## config.mk

```make
export PLATFORM = sky130hd
export DESIGN_NAME = simd_share_arb
export DESIGN_NICKNAME = d
export VERILOG_FILES = /design/src/rtl/simd_share_arb.sv
export SDC_FILE = /design/constraint.sdc
export NUM_CORES = 1
export LEC_CHECK = 0
export BUFFER_PORTS_ARGS = -buffer_cell sky130_fd_sc_hd__clkbuf_2
export CAP_MARGIN = 5
export CORE_AREA = 2 2 270 272
export DETAILED_ROUTE_END_ITERATION = 7
export DIE_AREA = 0 0 272 274
export GPL_ROUTABILITY_DRIVEN = 0
export MAX_ROUTING_LAYER = met4
export SYNTH_ARGS = -nofsm -noshare
export SYNTH_HDL_FRONTEND = slang
export SYNTH_SLANG_ARGS = --single-unit
```

## constraint.sdc

```tcl
create_clock -name clk -period 25.7 [get_ports clk]
set_clock_uncertainty 0.2 [all_clocks]
set_input_delay 5.14 -clock clk [delete_from_list [all_inputs] [get_ports clk]]
set_output_delay 5.14 -clock clk [all_outputs]
set_load 0.01 [all_outputs]
```

## src/rtl/simd_share_arb.sv

```systemverilog
`default_nettype none
// ----------------------------------------------------------------------------
// simd_share_arb: round-robin, credit-gated sharing of one fixed-latency SIMD
// unit between two issue ports, with per-port in-order result FIFOs.
// Optional feature macro: SIMD_ARB_FLUSH_EN (adds the flush input).
// Revision: 1.0
// ----------------------------------------------------------------------------
module simd_share_arb #(
  parameter int LAT   = 2,
  parameter int DEPTH = 2,
  parameter int TAGW  = 9
) (
  input  logic                 clk,
  input  logic                 rst,
  input  logic [1:0]           req_valid,
  output logic [1:0]           req_ready,
  input  logic [1:0][12:0]     req_op,
  input  logic [1:0][67:0]     req_A,
  input  logic [1:0][67:0]     req_B,
  input  logic [1:0][TAGW-1:0] req_tag,
  output logic                 simd_en,
  output logic [12:0]          simd_op,
  output logic [67:0]          simd_A,
  output logic [67:0]          simd_B,
  input  logic [67:0]          simd_res,
  output logic [1:0]           rsp_valid,
  input  logic [1:0]           rsp_ready,
  output logic [1:0][67:0]     rsp_data,
  output logic [1:0][TAGW-1:0] rsp_tag
`ifdef SIMD_ARB_FLUSH_EN
  ,
  input  logic                 flush
`endif
);

  localparam int CW = $clog2(DEPTH + 1);
  localparam int PW = (DEPTH > 1) ? $clog2(DEPTH) : 1;

  logic flush_w;
`ifdef SIMD_ARB_FLUSH_EN
  assign flush_w = flush;
`else
  assign flush_w = 1'b0;
`endif

  logic [1:0] elig;
  logic       gnt_v;
  logic       gnt_p;
  logic       lg_q;
  logic       lg_d;

  logic [LAT-1:0]           pv_q;
  logic [LAT-1:0]           pp_q;
  logic [LAT-1:0][TAGW-1:0] pt_q;

  logic            ret_v;
  logic            ret_p;
  logic [TAGW-1:0] ret_tag;

  assign ret_v   = pv_q[LAT-1];
  assign ret_p   = pp_q[LAT-1];
  assign ret_tag = pt_q[LAT-1];

  // Grant is purely combinational; reset and flush both suppress it.
  always_comb begin
    gnt_v = 1'b0;
    gnt_p = 1'b0;
    if (!rst && !flush_w) begin
      if (elig[0] && elig[1]) begin
        gnt_v = 1'b1;
        gnt_p = ~lg_q;
      end else if (elig[0]) begin
        gnt_v = 1'b1;
        gnt_p = 1'b0;
      end else if (elig[1]) begin
        gnt_v = 1'b1;
        gnt_p = 1'b1;
      end
    end
    lg_d = gnt_v ? gnt_p : lg_q;
  end

  assign req_ready[0] = gnt_v && !gnt_p;
  assign req_ready[1] = gnt_v && gnt_p;
  assign simd_en      = gnt_v;
  assign simd_op      = gnt_v ? req_op[gnt_p] : 13'd0;
  assign simd_A       = gnt_v ? req_A[gnt_p]  : 68'd0;
  assign simd_B       = gnt_v ? req_B[gnt_p]  : 68'd0;

  always_ff @(posedge clk or posedge rst) begin
    if (rst) begin
      lg_q <= 1'b1;
    end else begin
      lg_q <= lg_d;
    end
  end

  // Tag pipeline mirrors the unit's latency so the last stage lines up with simd_res.
  always_ff @(posedge clk or posedge rst) begin
    if (rst) begin
      pv_q <= '0;
      pp_q <= '0;
      pt_q <= '0;
    end else begin
      pv_q[0] <= gnt_v;
      pp_q[0] <= gnt_p;
      pt_q[0] <= req_tag[gnt_p];
      for (int i = 1; i < LAT; i++) begin
        pv_q[i] <= pv_q[i-1] && !flush_w;
        pp_q[i] <= pp_q[i-1];
        pt_q[i] <= pt_q[i-1];
      end
    end
  end

  for (genvar p = 0; p < 2; p++) begin : g_port
    logic [DEPTH-1:0][67:0]     dmem_q;
    logic [DEPTH-1:0][TAGW-1:0] tmem_q;
    logic [PW-1:0]              wp_q;
    logic [PW-1:0]              rp_q;
    logic [CW-1:0]              cnt_q;
    logic [CW-1:0]              cnt_d;
    logic [CW-1:0]              inf_q;
    logic [CW-1:0]              inf_d;
    logic                       push;
    logic                       pop;
    logic                       iss;
    logic                       ret;

    assign iss  = gnt_v && (gnt_p == 1'(p));
    assign ret  = ret_v && (ret_p == 1'(p));
    assign push = ret && !flush_w;
    assign pop  = rsp_ready[p] && (cnt_q != '0);

    // Credits are occupancy plus in-flight, sampled before this cycle's pop.
    assign elig[p] = req_valid[p] &&
                     (((CW+1)'(inf_q) + (CW+1)'(cnt_q)) < (CW+1)'(DEPTH));

    always_comb begin
      cnt_d = cnt_q + CW'(push) - CW'(pop);
      inf_d = inf_q + CW'(iss) - CW'(ret);
      if (flush_w) begin
        cnt_d = '0;
        inf_d = '0;
      end
    end

    always_ff @(posedge clk or posedge rst) begin
      if (rst) begin
        dmem_q <= '0;
        tmem_q <= '0;
        wp_q   <= '0;
        rp_q   <= '0;
        cnt_q  <= '0;
        inf_q  <= '0;
      end else begin
        cnt_q <= cnt_d;
        inf_q <= inf_d;
        if (flush_w) begin
          wp_q <= '0;
          rp_q <= '0;
        end else begin
          if (push) begin
            dmem_q[wp_q] <= simd_res;
            tmem_q[wp_q] <= ret_tag;
            wp_q         <= (wp_q == PW'(DEPTH - 1)) ? '0 : wp_q + 1'b1;
          end
          if (pop) begin
            rp_q <= (rp_q == PW'(DEPTH - 1)) ? '0 : rp_q + 1'b1;
          end
        end
      end
    end

    assign rsp_valid[p] = (cnt_q != '0);
    assign rsp_data[p]  = dmem_q[rp_q];
    assign rsp_tag[p]   = tmem_q[rp_q];

    a_no_push_when_full: assert property (@(posedge clk) disable iff (rst)
      !(push && (cnt_q == CW'(DEPTH))));
  end

endmodule
`default_nettype wire

```

== Yosys cells after proc, flatten, opt, wreduce, memory -nomap -nowiden ==
Index checks and enable logic that the tools add are counted.

* $add $sub $neg: 14
* Order comparisons: 9
* Mux-type cells: 42
* Reductions and logical operators: 15
* Bitwise operators: 3

{| class="wikitable"
|+ Operators by type and width
! cell !! count
|-
| $mux W68 || 12
|-
| $bwmux W136 || 2
|-
| $demux W68 S1 || 2
|-
| $mux W9 || 8
|-
| $mux W13 || 3
|-
| $bwmux W18 || 2
|-
| $demux W9 S1 || 2
|-
| $logic_and A1 B1 Y1 || 12
|-
| $mux W1 || 11
|-
| $lt A1 B2 Y1 const B || 5
|-
| $add A2 B1 Y2 || 4
|-
| $sub A2 B1 Y2 || 4
|-
| $add A2 B2 Y3 || 2
|-
| $lt A3 B2 Y1 const B || 2
|-
| $add A1 B1 Y1 const B || 4
|-
| $reduce_bool A2 Y1 || 2
|-
| $not A1 Y1 || 3
|-
| $ge A1 B1 Y1 const B || 2
|-
| $logic_not A1 Y1 || 1
|}

* Bits in registers: 343
* Output and inout bits: 308

== Depth between registers and ports, before layout ==
* Word-level depth: 11
* Depth in mapped cells: 12
* Depth with buffers taken out: 10

== Worst setup path after synthesis ==
OpenSTA, ideal clock, no wires.

* Path kind: input port to output port
* Start point: input rst
* End point: output simd_A[36]
* Data arrival time: 6392 ps
* Buffers on the path: 3
* Slack: 13968 ps
* Cell stages on the path: 6
* Data required time: 20360 ps
* Cells stage by stage: nor4b_4 mux2_4 buf_6 buf_8 buf_8 a22o_1

* Longest elaborated chain between the ends: 4

{| class="wikitable"
|+ Ends and longest elaborated chain
! what !! line !! source
|-
| start: declaration || 14 || <nowiki>input logic rst,</nowiki>
|-
| $mux W1 || 68 || <nowiki>if (!rst && !flush_w) begin</nowiki>
|-
| $mux W68 (not written as such) (2 in a row) || 87 || <nowiki>assign simd_A = gnt_v ? req_A[gnt_p] : 68'd0;</nowiki>
|-
| $mux W68 * || 87 ||
|-
| end: declaration || 23 || <nowiki>output logic [67:0] simd_A,</nowiki>
|}

Every way passes the cells marked *; elsewhere a longest branch is shown, timed or not. The select of a mux whose other input is x is not followed.

== Worst setup path after layout ==
* Start point: input rst
* End point: output simd_A[58]

The elaborated chain is that of the path after synthesis.

==> key figures <==
Clock network
  • Clock latency on the worst-skew pair: between 0.5 and 0.6 ns
  • Cts hold-fix bufs: 0
  • CTS tree: done
  • Clock slew at reported path FFs: about 0.05 ns
  • # Post-CTS Setup Buffers: 0
  • H-tree Lvls: 2
  • Clock sink count: 343
  • Clock root cell: clkbuf_16
  • Clk buf depth: 3
  • Cts repair resizes: 0
  • Num CTS Buffers: 39

Worst setup path
  • Crit Path Category: input port to primary output
  • Worst setup EP type: primary output
  • Crit path arrival time: 8.16 ns
  • CP required: around 20 ns
  • Max FO, Critical Path: 93
  • Startpoint Class: input port

Placed design
  • Hpwl dp: 60.8 mm
  • DP Area: 0.0205 mm^2
  • Port Buf Inserts: 697

Worst hold path
  • Min-delay worst type: flip-flop to flip-flop

Floorplanning
  • IO Count: between 600 and 700
  • Site Rows: 99
  • Die height: roughly 270 um
  • Core area: 0.0720 mm^2
  • Die Area: 0.0745 mm^2
  • Initial core utilization: 22.5%
  • Chip width: between 200 and 300 um

Route
  • DR pass1 iterations: 4
  • Wirelength per Cell: around 27 um
  • Routed WL: approximately 76 mm
  • Remaining DRCs: 0
  • DR iter-0 viols: between 600 and 700
  • Via/cell ratio: about 4.6
  • Antenna Violating Nets Remaining: 0
  • Vias after detailed routing: ~13,000

GRT
  • Vias in the first global route: ~13,000
  • Initial antenna violation count: 12
  • Grt total ovfl: 0
  • First-pass GRT wire length: approximately 100 mm
  • Total GRT Usage: 20.1%
  • Pin count of the biggest net entering global routing: roughly 180

Power
  • Pwr Density: approximately 140 mW/mm^2
  • Switching part of the total: a little under 40%
  • Int Power: approximately 1800 uW
  • Comb pwr share: 48.2%
  • Leakage: 0.0104 uW
  • Switch Pwr: approximately 1100 uW
  • VDD IR max: a little under 0.00007 V
  • Seq pwr share: between 30% and 40%
  • Clk pwr share: 19.3%

Layout
  • Nets: around 2,200
  • Area grow syn2layout: 34.7%
  • Post-route cell area: 0.0218 mm^2
  • Fillers: 7,274
  • Fraction of final layout cells sized beyond drive strength 1: between 60% and 70%

Timing
  • Tmin final: 13.50 ns
  • Max Freq: around 74 MHz
  • Relative slew slack: between 20 and 25%
  • Period utilization: between 50% and 60%
  • Hold Vio Cnt, Final: 0
  • TNS Setup: 0 ns
  • Least-Margin Pin Slew: approximately 1.1 ns
  • Worst hold margin: roughly 0.14 ns
  • Setup violations, final: 0
  • Pins over their slew limit: 0
  • RSZ-0062 raised after global routing: no

Logic synthesis
  • Register bit total from synthesis: ~340
  • Count leader, synth: mux2_2
  • Ys Warns: 0
  • Synth async-reset ratio: 100%
  • Syn avg cell area: 14.7 um^2
  • Syn_nets: roughly 1,500
  • Area fraction of the dominant cell type after synthesis: between 50% and 60%
  • Distinct cells, synth: 29
  • Mux share of post-synthesis cell area: about a third
  • Seq/Total Area, Yosys: roughly 53%
  • Post-synth EDFFs: 0
  • Top FF cell, synth: dfrtp_1
  • Cell count after synthesis: around 1,100
  • Top cells by count, synth: mux2_2, dfrtp_1, a22o_1
  • Mapped Area: between 0.015 and 0.02 mm^2
  • Main combinational cell family by area after synthesis: multiplexers
  • Largest area contributor in the netlist: dfrtp_1
  • Adder-Cell Fraction of Synth Area: 0.866%
  • Post-Synth Simple-Gate Area: 0.835%
  • Post-Synth XOR/XNOR Area: 0.595%
  • Compound-gate portion of the synthesized area: 8.11%
  • Synth area leaders: dfrtp_1, mux2_2, a22o_1

Outcome
  • Outcome: finished, final reports clean

Flow run
  • Total of max-cap violations: 0
layout make-up:
class / count / area [um^2] / share of cell area (%)
diodes: 7 / 17.5 / 0.0803
clock inverters: 12 / 185 / 0.849
multi-input cells: 663 / 7050 / 32.3
inverters: 10 / 45.0 / 0.207
well taps: 959 / 1200 / 5.50
clock buffers: 56 / 1140 / 5.24
flip-flops and latches: 343 / 8590 / 39.4
repair buffers: 707 / 3580 / 16.4
path summary, 6_finish.rpt:
kind | start | to | depth (start not counted) | slack [ns]
worst max-delay path | rst | simd_A[58] | 6 | 12.21
worst max register to register | g_port[1].inf_q[0]$_DFF_PP0_ | g_port[1].inf_q[1]$_DFF_PP0_ | 11 | 21.65
min in group asynchronous | rst | g_port[0].dmem_q[75]$_DFFE_PP0P_ | 2 | 4.60
max in group asynchronous | rst | g_port[0].dmem_q[76]$_DFFE_PP0P_ | 3 | 19.20
worst min register to register | pt_q[1]$_DFF_PP0_ | ret_tag[1]$_DFF_PP0_ | 0 | 0.14
worst min-delay path | pt_q[1]$_DFF_PP0_ | ret_tag[1]$_DFF_PP0_ | 0 | 0.14
per-layer routing:
metal / share of wire [%] / vias up / global-route usage [%]
met5: 0 / - / -
met4: 6.5 / 0 / 11.8
met3: 6.5 / 134 / 4.61
met2: 52 / 545 / 35.4
met1: 35 / 6488 / 20.4
li1: - / 5411 / -
per-stage QoR:
| step | cells | total power [uW] | setup WS, ns | utilization [%] |
|---|---|---|---|---|
| after floorplan | 1104 | 1790 | 10.85 | - |
| after global placement | 2682 | 2380 | 12.13 | 28.4 |
| after detailed placement | 2682 | 2420 | 12.12 | 28.4 |
| after CTS | 2750 | 3010 | 12.12 | 30.3 |
| after global routing | 2757 | 3120 | 12.00 | 30.3 |
| final | 2757 | 2970 | 12.21 | 30.3 |
worst max-delay path, cell delays in order:
cell,delay [ns]
clkbuf_2,0.17
nor4b_4,0.41
nor2b_4,0.72
buf_4,0.85
a22o_1,0.57
clkbuf_2,0.22
cell families (layout without fill, tap and decap cells):
kind of cell             count (synthesis)  after routing
buffers and inverters                   98            785
AO/OA/AOI/OAI                          150            150
adder cells (fa/ha/maj)                 10             10
AND/OR/NAND/NOR                         20             20
XOR/XNOR                                11             11
other                                    0              7
flip-flops                             343            343
multiplexers                           472            472
state kept, by name (all words and copies together) (netlist names):
register,flops
g_port.dmem_q,272
g_port.tmem_q,36
pt_q,9
ret_tag,9
g_port.cnt_q,4
g_port.inf_q,4
g_port.rp_q,2
g_port.wp_q,2
pp_q,2
pv_q,2
lg_q,1
layout by cell type, fill, tap and decap left out, types with 2 or more instances in the layout:
master,instances
ha_1,8
mux2_2,451
inv_1,9
dfrtp_4,2
nand2_1,3
buf_4,9
fa_1,2
xnor2_1,9
clkbuf_1,9
and2_1,4
clkbuf_8,6
xor2_1,2
mux2_1,20
or2_2,2
a22o_1,149
clkbuf_16,41
clkbuf_2,697
dfrtp_1,340
diode_2,7
clkinv_2,4
bufinv_16,4
power by group through the flow:
stage | clock network (uW) | logic (uW) | registers (uW)
floorplan | 0 | 892 | 896
global placement | 0 | 1430 | 954
detailed placement | 0 | 1440 | 976
CTS | 591 | 1450 | 968
global route | 613 | 1500 | 1000
finish | 575 | 1430 | 965
Note: power is estimated with default switching activity, not from simulation.
